==> src/rtl/serial_frame_rx.sv <==
//------------------------------------------------------------------------------
// serial_frame_rx : framed serial receiver (start/data/stop) with valid/ready
//                   output port. Optional parity: SERIAL_FRAME_RX_PARITY_EN.
// Revision: 1.0
//------------------------------------------------------------------------------
`default_nettype none

module serial_frame_rx #(
   parameter int DATA_W    = 8,
   parameter bit LSB_FIRST = 1'b1
) (
   input  logic              clock,
   input  logic              reset_n,
   input  logic              serial_in,
   output logic [DATA_W-1:0] data_out,
   output logic              data_valid,
   input  logic              data_ready,
   output logic              frame_err,
   output logic              overrun,
   input  logic              overrun_clr,
`ifdef SERIAL_FRAME_RX_PARITY_EN
   output logic              parity_err,
`endif
   output logic              busy
);

   localparam int               CNT_W    = (DATA_W > 1) ? $clog2(DATA_W) : 1;
   localparam logic [CNT_W-1:0] LAST_BIT = CNT_W'(DATA_W - 1);

   localparam logic [1:0] IDLE   = 2'd0;
   localparam logic [1:0] DATA   = 2'd1;
`ifdef SERIAL_FRAME_RX_PARITY_EN
   localparam logic [1:0] PARITY = 2'd2;
`endif
   localparam logic [1:0] STOP   = 2'd3;

   logic [1:0]        state;
   logic [CNT_W-1:0]  bitCnt;
   logic [DATA_W-1:0] shiftReg;
   logic [DATA_W-1:0] shiftNext;
   logic              commitGood;
   logic              commitBad;
   logic              parityFail;
   logic              accept;

`ifdef SERIAL_FRAME_RX_PARITY_EN
   logic parityBad;
   logic commitParityBad;
   assign parityFail = parityBad;
`else
   assign parityFail = 1'b0;
`endif

   assign accept = data_valid && data_ready;
   assign busy   = (state != IDLE);

   generate
      if (DATA_W == 1) begin : g_single
         assign shiftNext = serial_in;
      end else if (LSB_FIRST) begin : g_lsb
         assign shiftNext = {serial_in, shiftReg[DATA_W-1:1]};
      end else begin : g_msb
         assign shiftNext = {shiftReg[DATA_W-2:0], serial_in};
      end
   endgenerate

   // Framing FSM; the stop verdict is registered into commitGood/commitBad so
   // the output stage acts one cycle later while a new frame can already start.
   always_ff @(posedge clock or negedge reset_n) begin
      if (!reset_n) begin
         state      <= IDLE;
         bitCnt     <= '0;
         shiftReg   <= '0;
         commitGood <= 1'b0;
         commitBad  <= 1'b0;
`ifdef SERIAL_FRAME_RX_PARITY_EN
         parityBad       <= 1'b0;
         commitParityBad <= 1'b0;
`endif
      end else begin
         commitGood <= 1'b0;
         commitBad  <= 1'b0;
`ifdef SERIAL_FRAME_RX_PARITY_EN
         commitParityBad <= 1'b0;
`endif
         case (state)
            IDLE: begin
               if (!serial_in) begin
                  state  <= DATA;
                  bitCnt <= '0;
               end
            end
            DATA: begin
               shiftReg <= shiftNext;
               bitCnt   <= bitCnt + 1'b1;
               if (bitCnt == LAST_BIT) begin
`ifdef SERIAL_FRAME_RX_PARITY_EN
                  state <= PARITY;
`else
                  state <= STOP;
`endif
               end
            end
`ifdef SERIAL_FRAME_RX_PARITY_EN
            PARITY: begin
               parityBad <= (^shiftReg) ^ serial_in;
               state     <= STOP;
            end
`endif
            STOP: begin
               state      <= IDLE;
               commitGood <= serial_in && !parityFail;
               commitBad  <= !serial_in || parityFail;
`ifdef SERIAL_FRAME_RX_PARITY_EN
               commitParityBad <= parityBad;
`endif
            end
            default: state <= IDLE;
         endcase
      end
   end

   // Holding register; shiftReg is untouched during the commit cycle (IDLE).
   always_ff @(posedge clock or negedge reset_n) begin
      if (!reset_n) begin
         data_out   <= '0;
         data_valid <= 1'b0;
         frame_err  <= 1'b0;
         overrun    <= 1'b0;
`ifdef SERIAL_FRAME_RX_PARITY_EN
         parity_err <= 1'b0;
`endif
      end else begin
         frame_err <= commitBad;
`ifdef SERIAL_FRAME_RX_PARITY_EN
         parity_err <= commitParityBad;
`endif
         if (commitGood && (!data_valid || accept)) begin
            data_out   <= shiftReg;
            data_valid <= 1'b1;
         end else if (accept) begin
            data_valid <= 1'b0;
         end

         if (commitGood && data_valid && !accept) begin
            overrun <= 1'b1;
         end else if (overrun_clr) begin
            overrun <= 1'b0;
         end
      end
   end

endmodule

`default_nettype wire
==> config.mk <==
export PLATFORM = sky130hd
export DESIGN_NAME = serial_frame_rx
export DESIGN_NICKNAME = d
export VERILOG_FILES = /design/src/rtl/serial_frame_rx.sv
export SDC_FILE = /design/constraint.sdc
export NUM_CORES = 1
export LEC_CHECK = 0
export ABC_AREA = 1
export ABC_CLOCK_PERIOD_IN_PS = 1200
export CAP_MARGIN = 10
export CORE_MARGIN = 2
export CORE_UTILIZATION = 53
export CTS_BUF_LIST = sky130_fd_sc_hd__clkbuf_4 sky130_fd_sc_hd__clkbuf_8
export CTS_CLUSTER_SIZE = 30
export DETAILED_ROUTE_END_ITERATION = 6
export PLACE_DENSITY = 0.8
export REMOVE_ABC_BUFFERS = 1
export SLEW_MARGIN = 20
export SYNTH_ARGS = -nofsm -noshare
export SYNTH_HDL_FRONTEND = slang
export SYNTH_SLANG_ARGS = --single-unit
export TNS_END_PERCENT = 1
==> constraint.sdc <==
create_clock -name clock -period 1.2 [get_ports clock]
set_clock_uncertainty 0.1 [all_clocks]
set_input_delay 0.12 -clock clock [delete_from_list [all_inputs] [get_ports clock]]
set_output_delay 0.12 -clock clock [all_outputs]
set_load 0.03 [all_outputs]
==> impl_metrics.env <==
export IMPL_status="complete, but fails checks"
export IMPL_violations="setup timing"
export IMPL_fmax_mhz=806
export IMPL_syn_mean_instance_area_um2=9.74
export IMPL_root_buffer="clkbuf_4"
export IMPL_postRouteWirelength_mm=1.72
export IMPL_fin_cells=154
export IMPL_rsz0062_at_grt="true"
export IMPL_min_period_ns=1.24
export IMPL_clkLatencyLatePin_ns=0.33
export IMPL_hold_violations=0
export IMPL_required_ns=0.98
export IMPL_synth_top_family_by_area="simple AND/OR/NAND/NOR gates"
export IMPL_clockBufferDepth=2
export IMPL_total_power_mw=3.66
export IMPL_p_leak_nw=0.689
export IMPL_cp_start_kind="register"
export IMPL_power_density_mw_per_mm2=2770
export IMPL_synth_mux_area_share_pct=0
export IMPL_initial_core_util_pct=57.4
export IMPL_power_frac_seq_pct=40.4
export IMPL_endpoint_kind="output port"
export IMPL_ant_nets=0
export IMPL_dp_cells=145
export IMPL_yosys_area_top_type="dfrtp_1"
export IMPL_worstMarginPinSlew_ns=0.232
export IMPL_hpwl_mm=1.10
export IMPL_vias=732
export IMPL_overflow=0
export IMPL_ir_drop_mv=1.79
export IMPL_drtPass1Iterations=4
export IMPL_netlist_area_mm2=0.00101
export IMPL_die_area_mm2=0.00228
export IMPL_p_sw_mw=1.45
export IMPL_fillCellCount=135
export IMPL_rows=15
export IMPL_synth_top_area_share_pct=64.2
export IMPL_clock_sinks=26
export IMPL_power_frac_clock_pct=16.5
export IMPL_port_buffers=16
export IMPL_drtIter0Drc=6
export IMPL_drv_slew=0
export IMPL_io_pins=17
export IMPL_ys_top_cells_by_area="dfrtp_1 (64%), nand2_1 (15%), nand3_1 (4.0%)"
export IMPL_seq_area_frac_synth_pct=64.2
export IMPL_post_drt_wl_per_cell_um=11.1
export IMPL_syn_to_final_growth_pct=30.4
export IMPL_arrival_ns=1.02
export IMPL_synth_fa_ha_area_share_pct=2.47
export IMPL_final_core_util_pct=74.9
export IMPL_critPathKind="reg2out"
export IMPL_internal_power_mw=2.21
export IMPL_die_w_um=47.7
export IMPL_switching_share_pct=39.6
export IMPL_fp_dieH_um=47.7
export IMPL_combPwrFrac_pct=43.1
export IMPL_synth_distinct_cells=14
export IMPL_vias_per_cell=4.75
export IMPL_grt_max_degree=27
export IMPL_ys_warn_count=0
export IMPL_synth_simple_area_share_pct=23.8
export IMPL_seq_area_um2=653
export IMPL_yosys_area_share_xor_xnor_pct=0
export IMPL_synth_cells=104
export IMPL_cts_hold_buf=0
export IMPL_final_area_mm2=0.00132
export IMPL_post_dp_cell_area_mm2=0.00119
export IMPL_multi_input_area_um2=334
export IMPL_hold_path_class="in2async"
export IMPL_antenna_cells=0
export IMPL_ys_ff_latch=26
export IMPL_path_clk_slew_ns=0.14
export IMPL_place_congestion=0.701
export IMPL_finalSetupViolCount=1
export IMPL_cts_tree="done"
export IMPL_drc=0
export IMPL_grt_pass1_wl_mm=2.82
export IMPL_core_area_mm2=0.00176
export IMPL_worstPathMaxFanout=2
export IMPL_nets=137
export IMPL_finalSetupTns_ns=-0.0409
export IMPL_max_slew_margin_pct=84.5
export IMPL_maxCapViolations=0
export IMPL_cts_buffers=3
export IMPL_synth_compound_area_share_pct=4.07
export IMPL_dpl_worst_slack_ns=-0.0245
export IMPL_setup_ws_ns=-0.0409
export IMPL_antenna_found_initial=0
export IMPL_grt_pass1_vias=685
export IMPL_h_tree_depth=1
export IMPL_fin_crit_sh_pct=103
export IMPL_grt_util_all_layers_pct=18.6
export IMPL_drive_gt1_share_pct=25.6
export IMPL_whs_ns=0.0215
-- final timing paths --
| check | startpoint | end | slack, ns | depth (start not counted) |
|---|---|---|---|---|
| max reg2reg | state[1] | shiftReg[1] | 0.06 | 6 |
| max in group asynchronous | reset_n | commitGood | 0.82 | 2 |
| min | reset_n | data_out[4] | 0.02 | 2 |
| max | state[1] | busy | -0.04 | 3 |
| min reg2reg | commitBad | frame_err | 0.26 | 0 |
| min in group clock | overrun_clr | overrun | 0.26 | 2 |
-- cell families after synthesis --
| family | count (synthesis) |
|---|---|
| AOI/OAI and AO/OA | 8 |
| adders and majority gates | 2 |
| buffers and inverters | 14 |
| DFF | 26 |
| and+or+nand+nor | 54 |
-- metal layers --
metal | vias up | wire length, um | track usage [%]
met5 | - | 0 | 0
met4 | 0 | 39 | 11.4
met3 | 5 | 51 | 2.26
met2 | 14 | 822 | 31.7
met1 | 339 | 801 | 22.1
li1 | 374 | - | -
-- power groups by stage --
| stage | logic [mW] | registers, mW | clock network [mW] |
|---|---|---|---|
| 2_1_floorplan | 0.681 | 1.72 | 0 |
| 3_3_place_gp | 1.32 | 1.48 | 0 |
| 3_5_place_dp | 1.37 | 1.49 | 0 |
| 4_1_cts | 1.52 | 1.46 | 0.611 |
| 5_1_grt | 1.80 | 1.52 | 0.646 |
| 6_report | 1.58 | 1.48 | 0.606 |
-- cells in the final DEF (no fill, tap or decap) --
cell	instances
nand2_8	1
o21ai_0	7
inv_2	1
dfrtp_1	24
clkbuf_4	3
buf_6	2
nor2_1	1
buf_12	1
o22ai_1	1
nand2_1	39
buf_4	16
inv_4	1
nor3_1	2
nand3_1	8
bufinv_16	1
ha_4	1
nor2_8	1
dfrtp_2	2
inv_1	10
clkdlybuf4s50_1	4
ha_2	1
nand2_2	2
-- flip-flops by register name, indices dropped and copies added, names as in the netlist --
register / count
commitBad: 1
data_out: 8
state: 2
overrun: 1
commitGood: 1
bitCnt: 3
shiftReg: 8
data_valid: 1
frame_err: 1
-- area by class of cell --
type | count | area share (%)
clock inverters | 1 | 2.27
clock buffers | 3 | 1.70
repair buffers | 23 | 15.3
multi-input cells | 64 | 25.3
flip-flops and latches | 26 | 49.4
well taps | 25 | 2.37
inverters | 12 | 3.60
-- critical path, stage by stage (launching register included) --
cell     delay, ns
dfrtp_2       0.45
inv_4         0.06
nand2_2       0.05
buf_6         0.13
-- cells in the mapped netlist --
| master | number |
|---|---|
| buf_2 | 2 |
| dfrtp_1 | 26 |
| ha_1 | 2 |
| inv_1 | 10 |
| inv_2 | 2 |
| nand2_1 | 40 |
| nand2_2 | 1 |
| nand2_4 | 1 |
| nand3_1 | 8 |
| nor2_1 | 1 |
| nor2_8 | 1 |
| nor3_1 | 2 |
| o21ai_0 | 7 |
| o22ai_1 | 1 |
-- timing repair --
item                       CTS  global route
setup endpoints to repair    1             4
buffers inserted             4             1
pin swaps                    1             1
gates resized for setup      4             5
Power figures use the tool's default switching activity.
==> RTL edit 1: new RTL, same settings <==
Reset style: synchronous (`reset_n`), changed in 2 clocked blocks.
--- a/src/rtl/serial_frame_rx.sv
+++ b/src/rtl/serial_frame_rx.sv
@@ -66,7 +66,7 @@
 
    // Framing FSM; the stop verdict is registered into commitGood/commitBad so
    // the output stage acts one cycle later while a new frame can already start.
-   always_ff @(posedge clock or negedge reset_n) begin
+   always_ff @(posedge clock) begin
       if (!reset_n) begin
          state      <= IDLE;
          bitCnt     <= '0;
@@ -121,7 +121,7 @@
    end
 
    // Holding register; shiftReg is untouched during the commit cycle (IDLE).
-   always_ff @(posedge clock or negedge reset_n) begin
+   always_ff @(posedge clock) begin
       if (!reset_n) begin
          data_out   <= '0;
          data_valid <= 1'b0;
Check against the original RTL: differs if reset_n is asserted again (counterexample within 4 cycles, from zero or initial values and one cycle with reset_n low); with reset_n held inactive, the same outputs for 10 cycles.
==> RTL edit 1 against the original RTL <==
- sequential cell count unchanged
- routed wire length up 6.0%
- area after synthesis increased by 1.6%
- worst setup slack better by 0.061 ns
- largest cell class unchanged
- critical path depth up 1
- non-clock buffer count stayed put
- cell area decreased by 4.6%
- highest routed layer unchanged
Power is not compared: it rests on default switching activity, and its combinational part moved more than twofold at a synthesized area within 25%.
==> RTL edit 1: results (changes against the original RTL) <==
clk_lat worst skew 0.31 ns (-0.02 ns); post-placement cell count 175 (+21%); largest net degree at the start of global routing 17 (-37%); WL per Instance 10.1 microns (-9.3%); Final #Nets 163 (+19%); DRT Wirelength 1820 microns (+6.0%); register area share after synthesis 50.5% (-14 points); GRT Total Usage 18.7% (+0.10 points); Post-Synth Adder-Cell Area 2.43% (-0.039 points); slowest CP cell dfxtp_2; first-pass GRT wire length 2950 microns (+4.7%); Critical Path AT 1.34 ns (+0.32 ns); vias in the first global route 722 (+5.4%); Syn. warnings 0 (unchanged); Fill cells 153 (+13%); Avg Inst Size Synth 7.74 sq um (-21%); DR vias/cell 4.63 (-2.6%); Slew Viols, Final 0 (unchanged); share of post-route cells with drive strength above 1 25.2% (-0.42 points); DRT antenna net count 0 (unchanged); dpl hpwl 1350 microns (+23%); Starting DRT DRC Count 4 (-2); status finished, final reports clean; worst-margin pin slew 0.285 ns (+0.0534 ns); CP Capture Type register; crit-path max cell delay 0.35 ns (-0.10 ns); R2R Setup Slk 0.02 ns (-0.04 ns); RR Endpoint bitCnt[2]$_SDFFE_PN0P_; top cells by area, synth dfxtp_1, nor2_1, nand3_1; critical path launch point bitCnt[0]$_SDFFE_PN0P_; Async SR Flop Fraction 0% (-100 points); worst hold path type reg -> reg; R2R depth 4 (-2); Synth Area in Compound Gates 9.11% (+5.0 points); CP Max Fanout 3 (+1); maximum clock insertion buffer count 2 (unchanged); PortBufs 16 (unchanged)
## RTL edit 1: cell types whose count changed after synthesis, moves of 3 or more
cell     before  now
buf_6         0    3
dfrtp_1      26    0
dfxtp_1       0   26
inv_1        10   15
nand2_1      40   13
nand2_2       1    4
nand3_1       8   12
nor2_1        1   38
o21ai_0       7    4
o21ai_1       0    6
## RTL edit 1: repair_timing
action	4_1_cts	5_1_grt
setup endpoints to repair	2	2
gates resized for setup	2	5
pin swaps	0	1
setup buffers	0	1
## RTL edit 1: through the flow
step | worst slack [ns] | utilization (%) | cell area, sq um
after floorplan | 0.0746 | - | 986
after global placement | -0.0121 | 67.6 | 1200
after detailed placement | -0.0454 | 67.6 | 1200
after CTS | 0.00808 | 69.8 | 1240
after global routing | -0.00646 | 70.7 | 1260
final | 0.0201 | 70.7 | 1260
## RTL edit 1: worst min-delay path by stage
stage,cells past startpoint,to,startpoint,slack [ns]
final,2,frame_err$_SDFF_PN0_,commitBad$_SDFF_PN0_,0.33
after detailed placement,2,frame_err$_SDFF_PN0_,commitBad$_SDFF_PN0_,0.31
after global placement,2,frame_err$_SDFF_PN0_,commitBad$_SDFF_PN0_,0.30
after floorplan,1,commitBad$_SDFF_PN0_,serial_in,0.09
after CTS,4,overrun$_SDFFE_PN0P_,overrun_clr,0.32
after global routing,4,overrun$_SDFFE_PN0P_,overrun_clr,0.33
## RTL edit 1: cell type report
class	instances	share of cell area, %
clock buffers	4	2.88
inverters	18	5.56
multi-input cells	84	31.6
flip-flops and latches	26	41.7
well taps	25	2.48
repair buffers	23	15.8
## RTL edit 1: power by group
group	switching (W)	internal, W	total [W]
Sequential	0.0000213	0.000891	0.000913
Clock	0.000235	0.000185	0.000421
Combinational	0.0000794	0.0000632	0.000143
Total	0.000336	0.00114	0.00148
## RTL edit 1: per-layer routing
metal / global-route usage (%) / wire (microns) / vias up
met5: 0 / 0 / -
met4: 9.73 / 21 / 0
met3: 3.40 / 48 / 4
met2: 31.7 / 914 / 15
met1: 22.2 / 834 / 363
li1: - / - / 451
## RTL edit 1: cell families after synthesis
logic type / Yosys count
and+or+nand+nor: 67
AOI/OAI and AO/OA: 15
buffers and inverters: 23
DFF: 26
adders and majority gates: 2
## RTL edit 1: worst max-delay path: cells and delay by family (launching register included)
kind,cells,cell delay [ns]
DFF,1,0.35
adders and majority gates,2,0.48
and+or+nand+nor,1,0.06
AOI/OAI and AO/OA,1,0.13
==> RTL edit 2: new RTL, config.mk and constraints unchanged <==
Without the edit above. `DATA_W`: 8 -> 16.
--- a/src/rtl/serial_frame_rx.sv
+++ b/src/rtl/serial_frame_rx.sv
@@ -6,7 +6,7 @@
 `default_nettype none
 
 module serial_frame_rx #(
-   parameter int DATA_W    = 8,
+   parameter int DATA_W    = 16,
    parameter bit LSB_FIRST = 1'b1
 ) (
    input  logic              clock,
Ports: changed (resized data_out); port bits go from 17 to 25. The function was not compared with the original's and may differ.
==> RTL edit 2 against the original RTL <==
- clock power is 14% higher
- sequential cell count is 17 higher
- total power is 43% higher
- worst setup slack worse by 0.021 ns
- routed wire length is 66% higher
- largest power group is now registers
- the run still ends with negative setup slack left
- register-to-register slack worse by 0.04 ns
- highest routed layer unchanged
- global-route usage is 0.062 points lower
- cell area is 51% higher
- hold slack better by 0.13 ns
- synthesized cell count is 61% higher
- area after synthesis is 63% higher
- sequential power is 59% higher
- cell count is 53% higher
==> RTL edit 2: results (changes against the original RTL) <==
DRT Wirelength 2850 microns (+66%); final setup fails 1 (unchanged); met1 Use GR 21.2% (-0.95 points); Num CTS Buffers 5 (+2); dpl hpwl 2010 microns (+83%); H-tree level count 2 (+1); PortBufs 24 (+8); routing usage on met3 7.36% (+5.1 points); clock root buffer clkbuf_4; R2R Setup Slk 0.02 ns (-0.04 ns); Main synth FF type dfrtp_1; top cells by area, synth dfrtp_1, nand2_1, o21ai_0; final worst slack -0.0615 ns (-0.0206 ns); diodes inserted 0 (unchanged); vias in the first global route 1147 (+67%); first-pass GRT wire length 4740 microns (+68%); register area share after synthesis 65.3% (+1.1 points); Unique masters post-synth 16 (+2); Final #Nets 207 (+51%); status complete, but fails checks; worst r2r src state[1]$_DFFE_PN0P_; clock-pin slew on the worst setup and hold paths 0.11 ns (-0.03 ns); Peak VDD IR 1130 uV (-36%); Starting DRT DRC Count 64 (+58); Sw Pwr 0.00209 W (+44%); Syn. warnings 0 (unchanged); worst hold path type in -> async; pre-CTS WS -0.130 ns (-0.106 ns); clk_lat worst skew 0.35 ns (+0.02 ns); gpl congestion 0.763 (+8.9%); leakage 1.04 nW (+52%); placed cell area 1890 sq um (+59%); largest net degree at the start of global routing 44 (+63%); commonest cells in the netlist nand2_1, dfrtp_1, inv_1, o21ai_0, o21ai_1; GRT met2 Usage 29.2% (-2.5 points); slowest CP cell dfrtp_1; maximum clock insertion buffer count 2 (unchanged); Pre-antenna DRT Iters 4 (unchanged); Largest regs data_out (16), shiftReg (16), bitCnt (4); crit-path max cell delay roughly 0.44 ns; Critical Path AT 1.04 ns (+0.02 ns); GRT Total Usage 18.5% (-0.062 points); failing checks negative setup slack; worst-margin pin slew 0.233 ns (+0.00163 ns); CP Max Fanout 2 (unchanged); share of post-route cells with drive strength above 1 22.3% (-3.3 points); Async SR Flop Fraction 100% (unchanged); via count 1179 (+61%); initial antenna violation count 0 (unchanged); R2R depth 4 (-2); RR Endpoint shiftReg[13]$_DFFE_PN0N_
==> RTL edit 2: cell types whose count changed in the layout (fill, tap and decap cells not counted), moves of 4 or more <==
cell / before / now
inv_1: 10 / 23
clkbuf_4: 3 / 7
buf_4: 16 / 21
o21ai_1: 0 / 17
o21ai_0: 7 / 17
dfrtp_1: 24 / 43
==> RTL edit 2: kinds of logic (layout without fill, tap and decap cells) <==
kind of cell,after synthesis,after routing,share of synthesized area (%)
flops,43,43,65.3
fa+ha+maj,1,1,0.759
buf+inv,31,66,8.95
compound gates,35,35,10.7
simple gates,57,57,14.3
==> RTL edit 2: worst max-delay path: cells and delay by family, from the launching register on <==
family,cells,cell delay [ns]
and+or+nand+nor,1,0.05
DFF,1,0.44
buffers and inverters,2,0.21
==> RTL edit 2: area by class of cell <==
class,count,area (sq um)
Clock inverter,1,5.00
Tap cell,33,41.3
Fill cell,224,1000
Multi-Input combinational cell,93,433
Inverter,25,93.8
Timing Repair Buffer,33,299
Sequential cell,43,1080
Clock buffer,7,52.6
==> RTL edit 2: metal layers <==
layer	share of wire [%]	vias to the layer above
li1	-	594
met1	43	552
met2	51	23
met3	3.7	10
met4	2.7	0
met5	0	-
==> RTL edit 2: worst max path at each step <==
stage          cells after the start                  from  slack [ns]                 endpoint
2_1_floorplan                      4  state[1]$_DFFE_PN0P_       -0.09  shiftReg[0]$_DFFE_PN0N_
4_1_cts                            3  state[1]$_DFFE_PN0P_       -0.08                     busy
6_report                           3  state[1]$_DFFE_PN0P_       -0.06                     busy
3_5_place_dp                       7            data_ready       -0.13  data_out[2]$_DFFE_PN0P_
3_3_place_gp                       7            data_ready       -0.06  data_out[2]$_DFFE_PN0P_
5_1_grt                            3  state[1]$_DFFE_PN0P_       -0.12                     busy
==> RTL edit 2: what timing repair did <==
item                                    in CTS  in global routing
pin swaps                                    1                  0
hold endpoints to repair                    43                  0
endpoints found under the setup margin       3                 20
buffers inserted                             2                  0
hold buffers                                 1                  0
resized for setup                            4                 10
==> RTL edit 2: per-stage QoR <==
stage          std cells  hold slack (ns)  setup TNS (ns)
6_report             235            0.156         -0.0615
5_1_grt              235            0.151          -0.356
4_1_cts              235            0.157         -0.0757
3_5_place_dp         224          0.00759           -1.71
3_3_place_gp         224          0.00689          -0.893
2_1_floorplan        161           -0.276           -1.24
==> RTL edit 2: power groups by stage <==
stage	combinational [W]	clock [W]	sequential, W
floorplan	0.000896	0	0.00275
global placement	0.00198	0	0.00235
detailed placement	0.00209	0	0.00238
CTS	0.00215	0.000726	0.00236
global route	0.00245	0.000775	0.00243
finish	0.00218	0.000693	0.00236
